`src/rtl/seven_seg_scanner_pkg.sv`:
```
// Shared definitions for the seven-segment scanner: scan FSM states and
// active-high gfedcba segment patterns for hex digits 0..F.
package seven_seg_scanner_pkg;

    typedef enum logic {
        ST_BLANK = 1'b0,
        ST_ON    = 1'b1
    } state_e;

    localparam logic [6:0] SEG_0 = 7'h3F;
    localparam logic [6:0] SEG_1 = 7'h06;
    localparam logic [6:0] SEG_2 = 7'h5B;
    localparam logic [6:0] SEG_3 = 7'h4F;
    localparam logic [6:0] SEG_4 = 7'h66;
    localparam logic [6:0] SEG_5 = 7'h6D;
    localparam logic [6:0] SEG_6 = 7'h7D;
    localparam logic [6:0] SEG_7 = 7'h07;
    localparam logic [6:0] SEG_8 = 7'h7F;
    localparam logic [6:0] SEG_9 = 7'h6F;
    localparam logic [6:0] SEG_A = 7'h77;
    localparam logic [6:0] SEG_B = 7'h7C;
    localparam logic [6:0] SEG_C = 7'h39;
    localparam logic [6:0] SEG_D = 7'h5E;
    localparam logic [6:0] SEG_E = 7'h79;
    localparam logic [6:0] SEG_F = 7'h71;

    localparam logic [7:0] CATHODES_OFF = 8'hFF;

endpackage

```
`src/rtl/seven_seg_scanner_hex_to_seg.sv`:
```
// Combinational hex nibble to active-high gfedcba segment decoder.
module hex_to_seg
    import seven_seg_scanner_pkg::*;
(
    input  logic [3:0] i_nibble,
    output logic [6:0] o_segments
);

    always_comb begin
        // NOTE: default assignment first so no path through the block can infer a latch.
        o_segments = SEG_8;
        case (i_nibble)
            4'h0: o_segments = SEG_0;
            4'h1: o_segments = SEG_1;
            4'h2: o_segments = SEG_2;
            4'h3: o_segments = SEG_3;
            4'h4: o_segments = SEG_4;
            4'h5: o_segments = SEG_5;
            4'h6: o_segments = SEG_6;
            4'h7: o_segments = SEG_7;
            4'h8: o_segments = SEG_8;
            4'h9: o_segments = SEG_9;
            4'hA: o_segments = SEG_A;
            4'hB: o_segments = SEG_B;
            4'hC: o_segments = SEG_C;
            4'hD: o_segments = SEG_D;
            4'hE: o_segments = SEG_E;
            4'hF: o_segments = SEG_F;
            default: o_segments = SEG_8;
        endcase
    end

endmodule

```
`src/rtl/seven_seg_scanner.sv`:
```
// Time-multiplexed 8-digit seven-segment driver with per-slot dark gap
// and once-per-frame input shadowing; all pins are driven from registers.
module seven_seg_scanner
    import seven_seg_scanner_pkg::*;
#(
    parameter int NUM_DIGITS   = 8,
    parameter int DIGIT_CYCLES = 100000,
    parameter int BLANK_CYCLES = 1000
) (
    input  logic                    i_clk100,
    input  logic                    i_reset,
    input  logic [4*NUM_DIGITS-1:0] i_value,
    input  logic [NUM_DIGITS-1:0]   i_digitEnable,
    input  logic [NUM_DIGITS-1:0]   i_dots,
    input  logic                    i_blank,
    output logic [7:0]              o_cathodes,
    output logic [NUM_DIGITS-1:0]   o_anodes,
    output logic                    o_frameStart
);

    localparam int CNT_W = (DIGIT_CYCLES > 1) ? $clog2(DIGIT_CYCLES) : 1;
    localparam int IDX_W = (NUM_DIGITS > 1) ? $clog2(NUM_DIGITS) : 1;
    localparam logic [CNT_W-1:0] BLANK_LAST = CNT_W'(BLANK_CYCLES - 1);
    localparam logic [CNT_W-1:0] DIGIT_LAST = CNT_W'(DIGIT_CYCLES - 1);
    localparam logic [IDX_W-1:0] IDX_LAST   = IDX_W'(NUM_DIGITS - 1);

    state_e                  state_q, state_d;
    logic [CNT_W-1:0]        cnt_q, cnt_d;
    logic [IDX_W-1:0]        idx_q, idx_d;
    logic [4*NUM_DIGITS-1:0] shadow_value_q, shadow_value_d;
    logic [NUM_DIGITS-1:0]   shadow_en_q, shadow_en_d;
    logic [NUM_DIGITS-1:0]   shadow_dots_q, shadow_dots_d;
    logic [NUM_DIGITS-1:0]   anodes_q, anodes_d;
    logic [7:0]              cathodes_q, cathodes_d;
    logic                    frame_start_q, frame_start_d;
    logic [3:0]              nibble;
    logic [6:0]              segments;
    logic                    lit;

    // Shadow next-state lives in its own block so the decoder input does not
    // loop back into the block that consumes the decoder output.
    always_comb begin
        shadow_value_d = shadow_value_q;
        shadow_en_d    = shadow_en_q;
        shadow_dots_d  = shadow_dots_q;
        frame_start_d  = 1'b0;
        if (state_q == ST_BLANK && idx_q == '0 && cnt_q == '0) begin
            shadow_value_d = i_value;
            shadow_en_d    = i_digitEnable;
            shadow_dots_d  = i_dots;
            frame_start_d  = 1'b1;
        end
    end

    assign nibble = shadow_value_d[idx_q*4 +: 4];

    hex_to_seg u_hex_to_seg (
        .i_nibble   (nibble),
        .o_segments (segments)
    );

    always_comb begin
        state_d    = state_q;
        cnt_d      = cnt_q + CNT_W'(1);
        idx_d      = idx_q;
        lit        = 1'b0;
        anodes_d   = '1;
        cathodes_d = CATHODES_OFF;
        case (state_q)
            ST_BLANK: begin
                if (cnt_q == BLANK_LAST) begin
                    state_d = ST_ON;
                    lit     = 1'b1;
                end
            end
            ST_ON: begin
                if (cnt_q == DIGIT_LAST) begin
                    state_d = ST_BLANK;
                    cnt_d   = '0;
                    idx_d   = (idx_q == IDX_LAST) ? '0 : idx_q + IDX_W'(1);
                end else begin
                    lit = 1'b1;
                end
            end
            default: state_d = ST_BLANK;
        endcase
        // i_blank only gates the pins; the slot timing keeps running underneath.
        if (lit && shadow_en_d[idx_q] && !i_blank) begin
            anodes_d   = ~(NUM_DIGITS'(1) << idx_q);
            cathodes_d = ~{shadow_dots_d[idx_q], segments};
        end
    end

    always_ff @(posedge i_clk100) begin
        if (i_reset) begin
            // NOTE: the shadow is reset along with the FSM so the pins never show undefined data.
            state_q        <= ST_BLANK;
            cnt_q          <= '0;
            idx_q          <= '0;
            shadow_value_q <= '0;
            shadow_en_q    <= '0;
            shadow_dots_q  <= '0;
            anodes_q       <= '1;
            cathodes_q     <= CATHODES_OFF;
            frame_start_q  <= 1'b0;
        end else begin
            // NOTE: non-blocking assignments so every flop samples pre-edge values.
            state_q        <= state_d;
            cnt_q          <= cnt_d;
            idx_q          <= idx_d;
            shadow_value_q <= shadow_value_d;
            shadow_en_q    <= shadow_en_d;
            shadow_dots_q  <= shadow_dots_d;
            anodes_q       <= anodes_d;
            cathodes_q     <= cathodes_d;
            frame_start_q  <= frame_start_d;
        end
    end

    assign o_anodes     = anodes_q;
    assign o_cathodes   = cathodes_q;
    assign o_frameStart = frame_start_q;

endmodule

```
`config.mk`:
```
export PLATFORM = sky130hd
export DESIGN_NAME = seven_seg_scanner
export DESIGN_NICKNAME = d
export VERILOG_FILES = /design/src/rtl/seven_seg_scanner_pkg.sv /design/src/rtl/seven_seg_scanner_hex_to_seg.sv /design/src/rtl/seven_seg_scanner.sv
export SDC_FILE = /design/constraint.sdc
export NUM_CORES = 1
export LEC_CHECK = 0
export ABC_AREA = 1
export CAP_MARGIN = 20
export CORE_MARGIN = 2
export CORE_UTILIZATION = 49
export DETAILED_ROUTE_END_ITERATION = 7
export PLACE_DENSITY = 0.86
export SYNTH_ARGS = -nofsm -noshare
export SYNTH_HDL_FRONTEND = slang
export SYNTH_HIERARCHICAL = 1
export SYNTH_SLANG_ARGS = --single-unit
```
`constraint.sdc`:
```
create_clock -name i_clk100 -period 3.9 [get_ports i_clk100]
set_input_delay 0.78 -clock i_clk100 [delete_from_list [all_inputs] [get_ports i_clk100]]
set_output_delay 0.78 -clock i_clk100 [all_outputs]
set_load 0.03 [all_outputs]
```
Word-level counts from Yosys, hierarchy flattened
Memories as Yosys holds them, arrays and structs flattened. Index checks and enable logic that the tools add are counted. Widths: inputs -> output; s select.

Register bits: 86. ROM bits: 112. Input bits: 51. Output and inout bits: 17. Word-level logic and storage cells: 45. Memories: 1.

$add $sub $neg: 2. Order comparisons: 1. Eq/ne operators: 3. Shift-type cells: 2. Muxes and demuxes: 14. Bitwise gates (word level): 4. Reductions and logical operators: 9.

Memory list: (name not given) (words 16, width 7, rd ports 1, clocked after memory_dff 0, write ports 0, line seven_seg_scanner_hex_to_seg.sv:12) `case (i_nibble)`.

Operators with widths (number): $mux 17 (2); $mux 32 (1); $shiftx 32x6->4 (1); $add 17x1->17 const B (1); $eq 17x10->1 const B (1); $eq 17x17->1 const B (1); $logic_not 17->1 (1); $mux 8 (2); $not 8->8 (2); $shl 1x3->8 const A (1); $bmux 1 s3 (2); $mux 1 (5); $logic_and 1x1->1 (4); $lt 3x4->1 const B (1); $add 3x1->3 const B (1); $eq 3x3->1 const B (1); $logic_not 3->1 (1); $mux 3 (1); $not 1->1 (2); $pmux 1 s2 (1); $reduce_and 2->1 (1); $reduce_or 2->1 (1); $logic_not 1->1 (1).

Logic depth before layout (Yosys ltp)
Gate-level depths: netlist of the first run.

Depth in word-level cells: 10. Mapped depth: 26. Mapped depth without buffers: 23.

Modules after synthesis
The synthesis of the first run kept the hierarchy.

Modules (own cells, without submodules): seven_seg_scanner (instances 1, cells each 559, area each 3983.8 µm², sequential area each 1721.7 µm²); hex_to_seg (instances 1, cells each 53, area each 307.8 µm², sequential area each 0.0 µm²).

Least setup slack after synthesis of the first run
Ideal clock, no wire load.

Kind: reg-to-reg. Start: register idx_q[0]. End: register cathodes_q[3] (netlist: o_cathodes[3]). Library setup time: 0.129 ns. Arrival: 3.064 ns. Required time: 3.771 ns. Path slack: 0.707 ns. Cell stages (with the launch flop): 26. Buffers on the path: 4. Period minus slack after synthesis: 3.193 ns. Path through: dfxtp_1 clkbuf_1 inv_2 buf_1 ha_1 inv_1 nor2_2 nand2_1 nor2_2 nand3_2 buf_6 inv_2 buf_2 nand2_1 nand3_1 o211ai_1 nand2_1 nand2_1 nand2_1 inv_1 ha_1 nand2_2 nand2_2 nor2_1 nor2_1 nand3_1.

Elaborated cells on any way between the ends: 14. Those cells by class: 1 x shift; 4 x mux; 2 x bitwise; 6 x reduce/logical; 1 x memory.

RTL lines: start: declaration (line seven_seg_scanner.sv:29) `logic [IDX_W-1:0] idx_q, idx_d;`; start signal: assignment (line seven_seg_scanner.sv:110) `idx_q <= idx_d;`; $logic_not 3->1 (line seven_seg_scanner.sv:47) `if (state_q == ST_BLANK && idx_q == '0 && cnt_q == '0) begin`; $logic_and 1x1->1 (2 in series) (line seven_seg_scanner.sv:47); $mux 32 (line seven_seg_scanner.sv:47); $shiftx 32x6->4 (*) (line seven_seg_scanner.sv:55) `assign nibble = shadow_value_d[idx_q*4 +: 4];`; named net nibble[1] (line seven_seg_scanner.sv:36) `logic [3:0] nibble;`; $mem_v2 16x7 (*); named net segments[3] (line seven_seg_scanner.sv:37) `logic [6:0] segments;`; $not 8->8 (*) (line seven_seg_scanner.sv:90) `cathodes_d = ~{shadow_dots_d[idx_q], segments};`; end signal: assignment (line seven_seg_scanner.sv:115) `cathodes_q <= cathodes_d;`; end: declaration (line seven_seg_scanner.sv:34) `logic [7:0] cathodes_q, cathodes_d;`.

Mark *: on every way through the listed nets, which the timed path passes. The rest lies on a longest branch. The select of a mux whose other input is x is not followed. A chain may end at the register's enable or synchronous reset.

Worst setup path after layout of the first run
Start: register idx_q[1]. End: register cathodes_q[3] (netlist: o_cathodes[3]).

The elaborated chain is that of the path after synthesis.

==> flow_summary.json, run 1 <==
{
  "post_cts_buffers": 0,
  "synth_seq_cells": 86,
  "cts_max_path_buffers": 2,
  "htree_levels": 3,
  "grt_pass1_wl_mm": 18.2,
  "start_kind": "register",
  "place_hpwl_mm": 7.30,
  "synth_area_mm2": 0.00429,
  "synth_top_area_share": 0.401,
  "worst_pin_slew_ns": 0.684,
  "num_rows": 34,
  "utilization": 0.606,
  "dieArea_mm2": 0.00952,
  "final_area_mm2": 0.00521,
  "synth_area_per_cell_um2": 7.01,
  "async_flop_share": 0,
  "slew_violations": 0,
  "cts.reportedPaths.clkPinSlew_ns": 0.09,
  "drive_gt1_frac": 0.0789,
  "worstHoldStart": "shadow_value_q[21]",
  "grt_pass1_vias": 4071,
  "numCtsBuffers": 9,
  "insertedDiodeCount": 0,
  "clk_latency_ns": 0.37,
  "hold_violations": 0,
  "antenna_found_initial": 0,
  "syn2layout_area_growth_pct": 21.3,
  "period_share": 0.888,
  "crit_start": "idx_q[1]",
  "ios": 68,
  "synth_seq_area_share": 0.401,
  "clock-sinks": 86,
  "synthesis.nets": 678,
  "layout_min_cycle_time_ns": 3.46,
  "dr.pass1.iters": 4,
  "end_kind": "register",
  "ant_nets": 0,
  "core_mm2": 0.00859,
  "die_x_um": 97.6,
  "die_h_um": 97.6,
  "syn_inst": 612,
  "cts_tree": "built",
  "via_per_inst": 5.37,
  "synth_area_leader_cell": "dfxtp_1",
  "r2r_start": "idx_q[1]",
  "port_buffers": 67,
  "leakage_nw": 2.35,
  "place_area_mm2": 0.00498,
  "vias": 4191,
  "grt_overflow": 0,
  "vdd_ir_drop_max_mv": 0.169,
  "arrival_ns": 3.70,
  "power_density_mw_per_mm2": 397,
  "hold_path.class": "reg -> reg",
  "grt_usage": 0.231,
  "maxSlewHeadroom": 0.540,
  "required_ns": 4.14,
  "wl_per_cell_um": 13.6,
  "maxCapViolations": 0,
  "place_congestion": 0.936,
  "routed_wl_mm": 10.6,
  "grt_setup_unrepaired": "false",
  "yosys_warnings": 6,
  "ys_top_cells_by_area": "dfxtp_1 40%, nand2_1 16%, nand3_1 7.7%, inv_1 5.1%, nor2_1 4.8%",
  "skew_ns": 0.0109,
  "post_cts_resized": 0,
  "drtIter0Drc": 226,
  "fin_setup_tns_ns": 0,
  "status": "complete, no violations",
  "grt_start_max_net_pins": 58,
  "holdBufCountCts": 0,
  "fmax_mhz": 289,
  "timing_worst_setup_path_type": "reg -> reg",
  "path_max_fanout": 33,
  "setup_viol_count_final": 0,
  "cts_root_buf": "clkbuf_8",
  "synth_edf_count": 0,
  "yosysUniqueCellTypes": 34,
  "nNetsFinal": 733,
  "drc_errors": 0,
  "initial_utilization": 0.499,
  "ys.flop_type": "dfxtp_1"
}
## through the flow
stage	setup slack (ns)	instances	hold slack, ns	total power [mW]
floorplan	0.707	612	0.430	1.26
global placement	0.748	764	0.442	1.34
detailed placement	0.532	764	0.466	1.36
CTS	0.476	780	0.480	2.07
global route	0.107	780	0.496	2.18
finish	0.439	780	0.479	2.07
## worst max-delay path, stage by stage, from the launching register on
cell      delay (ns)
dfxtp_1         0.33
inv_1           0.07
ha_1            0.18
inv_1           0.06
nor2_2          0.14
nand2_1         0.09
nor2_2          0.39
nand3_2         0.16
inv_2           0.43
nand2_1         0.19
nand2_1         0.11
o211ai_1        0.08
nand2_1         0.08
nand2_1         0.05
nand2_1         0.18
inv_1           0.13
ha_1            0.31
nand2_2         0.05
nand2_2         0.08
nor2_1          0.04
nor2_1          0.09
nand3_1         0.08
## path summary, 6_finish.rpt
path	end	slack [ns]	cells after the start
worst min register to register	shadow_value_q[21]	0.48	2
worst max-delay path	o_cathodes[3]	0.44	21
worst max register to register	o_cathodes[3]	0.44	21
worst min-delay path	shadow_value_q[21]	0.48	2
## layout make-up
cell class	instances	area [µm²]
clock buffer	9	124
fill	756	3390
sequential	86	1720
multi-input combinational	431	2150
timing repair buffer	74	718
inverter	65	251
clock inverter	7	106
tap	108	135
## logic make-up (layout without fill, tap and decap cells)
| kind of cell | count (synthesis) | count (layout) | synth area share |
|---|---|---|---|
| AND/OR/NAND/NOR | 348 | 348 | 0.359 |
| buffers and inverters | 95 | 155 | 0.0977 |
| flip-flops | 86 | 86 | 0.401 |
| AO/OA/AOI/OAI | 63 | 63 | 0.0880 |
| adder cells (fa/ha/maj) | 15 | 15 | 0.0437 |
| XOR/XNOR | 5 | 5 | 0.0102 |
## placed cells by master (no fill, tap or decap), types with 3 or more instances in the layout
cell type          n
o21ai_0            4
nand4_1           16
xor2_1             4
a21boi_1           3
nor2_2             3
dfxtp_1           86
clkdlybuf4s50_1   66
nand3_2           10
clkinv_4           3
clkbuf_8           9
nand2_2            8
inv_2              4
o211ai_1          13
ha_1              15
nand2_1          181
nor2_1            55
a21oi_1           37
inv_1             58
nor3_1             5
buf_4              7
nand3_1           66
## report_power, final
group	leakage [nW]	switching, mW	internal (mW)	total, mW
Clock	0.116	0.347	0.370	0.718
Sequential	0.704	0.0163	0.931	0.948
Combinational	1.53	0.252	0.151	0.403
Total	2.35	0.615	1.45	2.07
## flip-flops by register name, summed over array words and instances (netlist names)
register        cells
o_anodes            8
o_frameStart        1
shadow_value_q     32
shadow_en_q         8
o_cathodes          8
state_q             1
idx_q               3
cnt_q              17
shadow_dots_q       8
## routing by layer
layer / up-vias / global-route usage / routed length, µm
li1: 2079 / - / -
met1: 1926 / 0.271 / 4270
met5: - / 0 / 0
met3: 29 / 0.0518 / 698
met2: 157 / 0.403 / 5340
met4: 0 / 0.104 / 317
## synth_stat cells (5+ instances only)
cell type  instances
nor3_1             5
nand2_2            8
nand4_1           16
nand2_1          181
a21oi_1           37
nand3_1           66
buf_2              8
buf_6              5
inv_1             58
clkbuf_1          13
ha_1              15
o211ai_1          13
nor2_1            55
nand3_2           10
dfxtp_1           86
Power figures use the tool's default switching activity.
==> run 2: changes to the inputs <==
--- a/config.mk
+++ b/config.mk
@@ -7,6 +7,7 @@
 export LEC_CHECK = 0
 export ABC_AREA = 1
 export CAP_MARGIN = 20
+export CORE_ASPECT_RATIO = 1.5
 export CORE_MARGIN = 2
 export CORE_UTILIZATION = 49
 export DETAILED_ROUTE_END_ITERATION = 7
==> run 2 against run 1 <==
Against the previous run:
- sequential power hardly changed
- die area is 0.16% higher
- final area is 1.2% higher
- highest routed layer unchanged
- largest cell class unchanged
==> flow_summary.json, run 2 (same netlist as run 1, synthesis figures left out) <==
{
  "status": "complete, no violations",
  "place_hpwl_mm": 7.66,
  "grt_pass1_vias": 4298,
  "dieArea_mm2": 0.00954,
  "reg_top3": "shadow_value_q (32), cnt_q (17)",
  "syn2layout_area_growth_pct": 22.8,
  "regMostFlops": "shadow_value_q",
  "layout_commonest_cell": "nand2_1",
  "worst_pin_slew_ns": 0.652,
  "leakage_nw": 2.38,
  "grt_setup_unrepaired": "false",
  "end_kind": "register",
  "skew_ns": 0.00978,
  "grt_overflow": 0,
  "nNetsFinal": 734,
  "core_mm2": 0.00846,
  "drive_gt1_frac": 0.0789,
  "maxSlewHeadroom": 0.564,
  "post_cts_buffers": 0,
  "largest_reg_flops": 32,
  "hold_path.class": "reg -> reg",
  "ios": 68,
  "wl_per_cell_um": 13.8,
  "via_per_inst": 5.37,
  "layout_min_cycle_time_ns": 3.51,
  "grt_start_max_net_pins": 58,
  "cpMostUsedCell": "nand2_1",
  "num_rows": 41,
  "place_congestion": 0.878,
  "cts.reportedPaths.clkPinSlew_ns": 0.06,
  "fin_setup_tns_ns": 0,
  "routed_wl_mm": 10.8,
  "path_cells": "inv_1 > ha_1 > inv_1 > nor2_2 > nand2_1 > nor2_2 > nand3_4 > buf_4 > buf_4 > nand2_1 > a21boi_1 > nand2_1 > nand3_1 > nand2_1 > nand2_1 > nand2_1 > nand3_1 > nand2_1 > nor2_1 > nand3_1",
  "fillers": 783,
  "setup_viol_count_final": 0,
  "fmax_mhz": 285,
  "power.total_mw": 2.15,
  "cp_slowest_cell": "nor2_2",
  "start_kind": "register",
  "required_ns": 4.09,
  "dr.pass1.iters": 5,
  "cpLargestDelayFamily": "simple AND/OR/NAND/NOR gates",
  "holdBufCountCts": 0,
  "cts_root_buf": "clkbuf_16",
  "cp_num_buf_inv": 4,
  "htree_levels": 3,
  "ant_nets": 0,
  "port_buffers": 67,
  "maxCapViolations": 0,
  "post_cts_resized": 0,
  "vias": 4187,
  "initial_utilization": 0.507,
  "placedCellCount": 764,
  "period_share": 0.901,
  "fin_ws_ns": 0.387,
  "die_x_um": 80.4,
  "drtIter0Drc": 278,
  "arrival_ns": 3.70,
  "grt_usage": 0.241,
  "dp_slack_ns": 0.209,
  "numCtsBuffers": 9,
  "hold_violations": 0,
  "layout_common_cells": "181 x nand2_1, 86 x dfxtp_1, 66 x nand3_1, 66 x clkdlybuf4s50_1, 58 x inv_1",
  "antenna_found_initial": 0,
  "power_density_mw_per_mm2": 409,
  "slew_violations": 0,
  "cp_slowest_stage_delay_ns": 0.42,
  "drc_errors": 0,
  "clock-sinks": 86,
  "timing_worst_setup_path_type": "reg -> reg",
  "path_max_fanout": 27,
  "cts_tree": "built",
  "clk_latency_ns": 0.35,
  "vdd_ir_drop_max_mv": 0.255,
  "die_h_um": 119,
  "cts_max_path_buffers": 2,
  "grt_pass1_wl_mm": 18.1,
  "instances_no_fill": 779,
  "insertedDiodeCount": 0
}
## run 2: changes by cell type in the layout (fill, tap and decap cells not counted), sizes merged
cell | before | now
bufinv | 2 | 0
clkbuf | 9 | 11
buf | 8 | 9
clkinvlp | 0 | 1
inv | 66 | 64
## run 2: worst paths after layout
path	from	to	slack, ns	cells after the start
max	idx_q[1]	o_cathodes[3]	0.39	20
min	shadow_value_q[4]	shadow_value_q[4]	0.47	2
max reg2reg	idx_q[1]	o_cathodes[3]	0.39	20
min reg2reg	shadow_value_q[4]	shadow_value_q[4]	0.47	2
## run 2: area by class of cell
| cell class | instances | area (µm²) | area share |
|---|---|---|---|
| repair buffers | 75 | 726 | 0.138 |
| well taps | 107 | 134 | 0.0254 |
| multi-input cells | 431 | 2160 | 0.410 |
| clock buffers | 11 | 253 | 0.0480 |
| clock inverters | 4 | 22.5 | 0.00427 |
| inverters | 65 | 254 | 0.0482 |
| flip-flops and latches | 86 | 1720 | 0.327 |
## run 2: stage by stage
| step | hold slack [ns] | utilization | cell area [µm²] |
|---|---|---|---|
| detailed placement | 0.463 | 0.589 | 4980 |
| CTS | 0.472 | 0.621 | 5260 |
| floorplan | 0.430 | - | 4290 |
| global route | 0.494 | 0.622 | 5270 |
| finish | 0.473 | 0.622 | 5270 |
| global placement | 0.440 | 0.589 | 4980 |
## run 2: where the power goes
group | switching, mW | internal (mW) | total [mW]
combinational | 0.252 | 0.154 | 0.406
clock | 0.339 | 0.459 | 0.798
sequential | 0.0167 | 0.933 | 0.949
## run 2: worst reg2reg max path: stages (launching register included)
cell and delay, ns:
dfxtp_1 0.32, inv_1 0.08, ha_1 0.18, inv_1 0.06, nor2_2 0.13, nand2_1 0.08, nor2_2 0.42, nand3_4 0.32
buf_4 0.33, buf_4 0.20, nand2_1 0.05, a21boi_1 0.19, nand2_1 0.07, nand3_1 0.08, nand2_1 0.06, nand2_1 0.06
nand2_1 0.25, nand3_1 0.21, nand2_1 0.07, nor2_1 0.11, nand3_1 0.09
## run 2: per-layer routing
layer | wire length (µm) | global-route usage | vias up
met5 | 0 | 0 | -
met4 | 455 | 0.140 | 0
met3 | 510 | 0.0412 | 42
met2 | 5780 | 0.447 | 127
met1 | 4040 | 0.242 | 1939
li1 | - | - | 2079
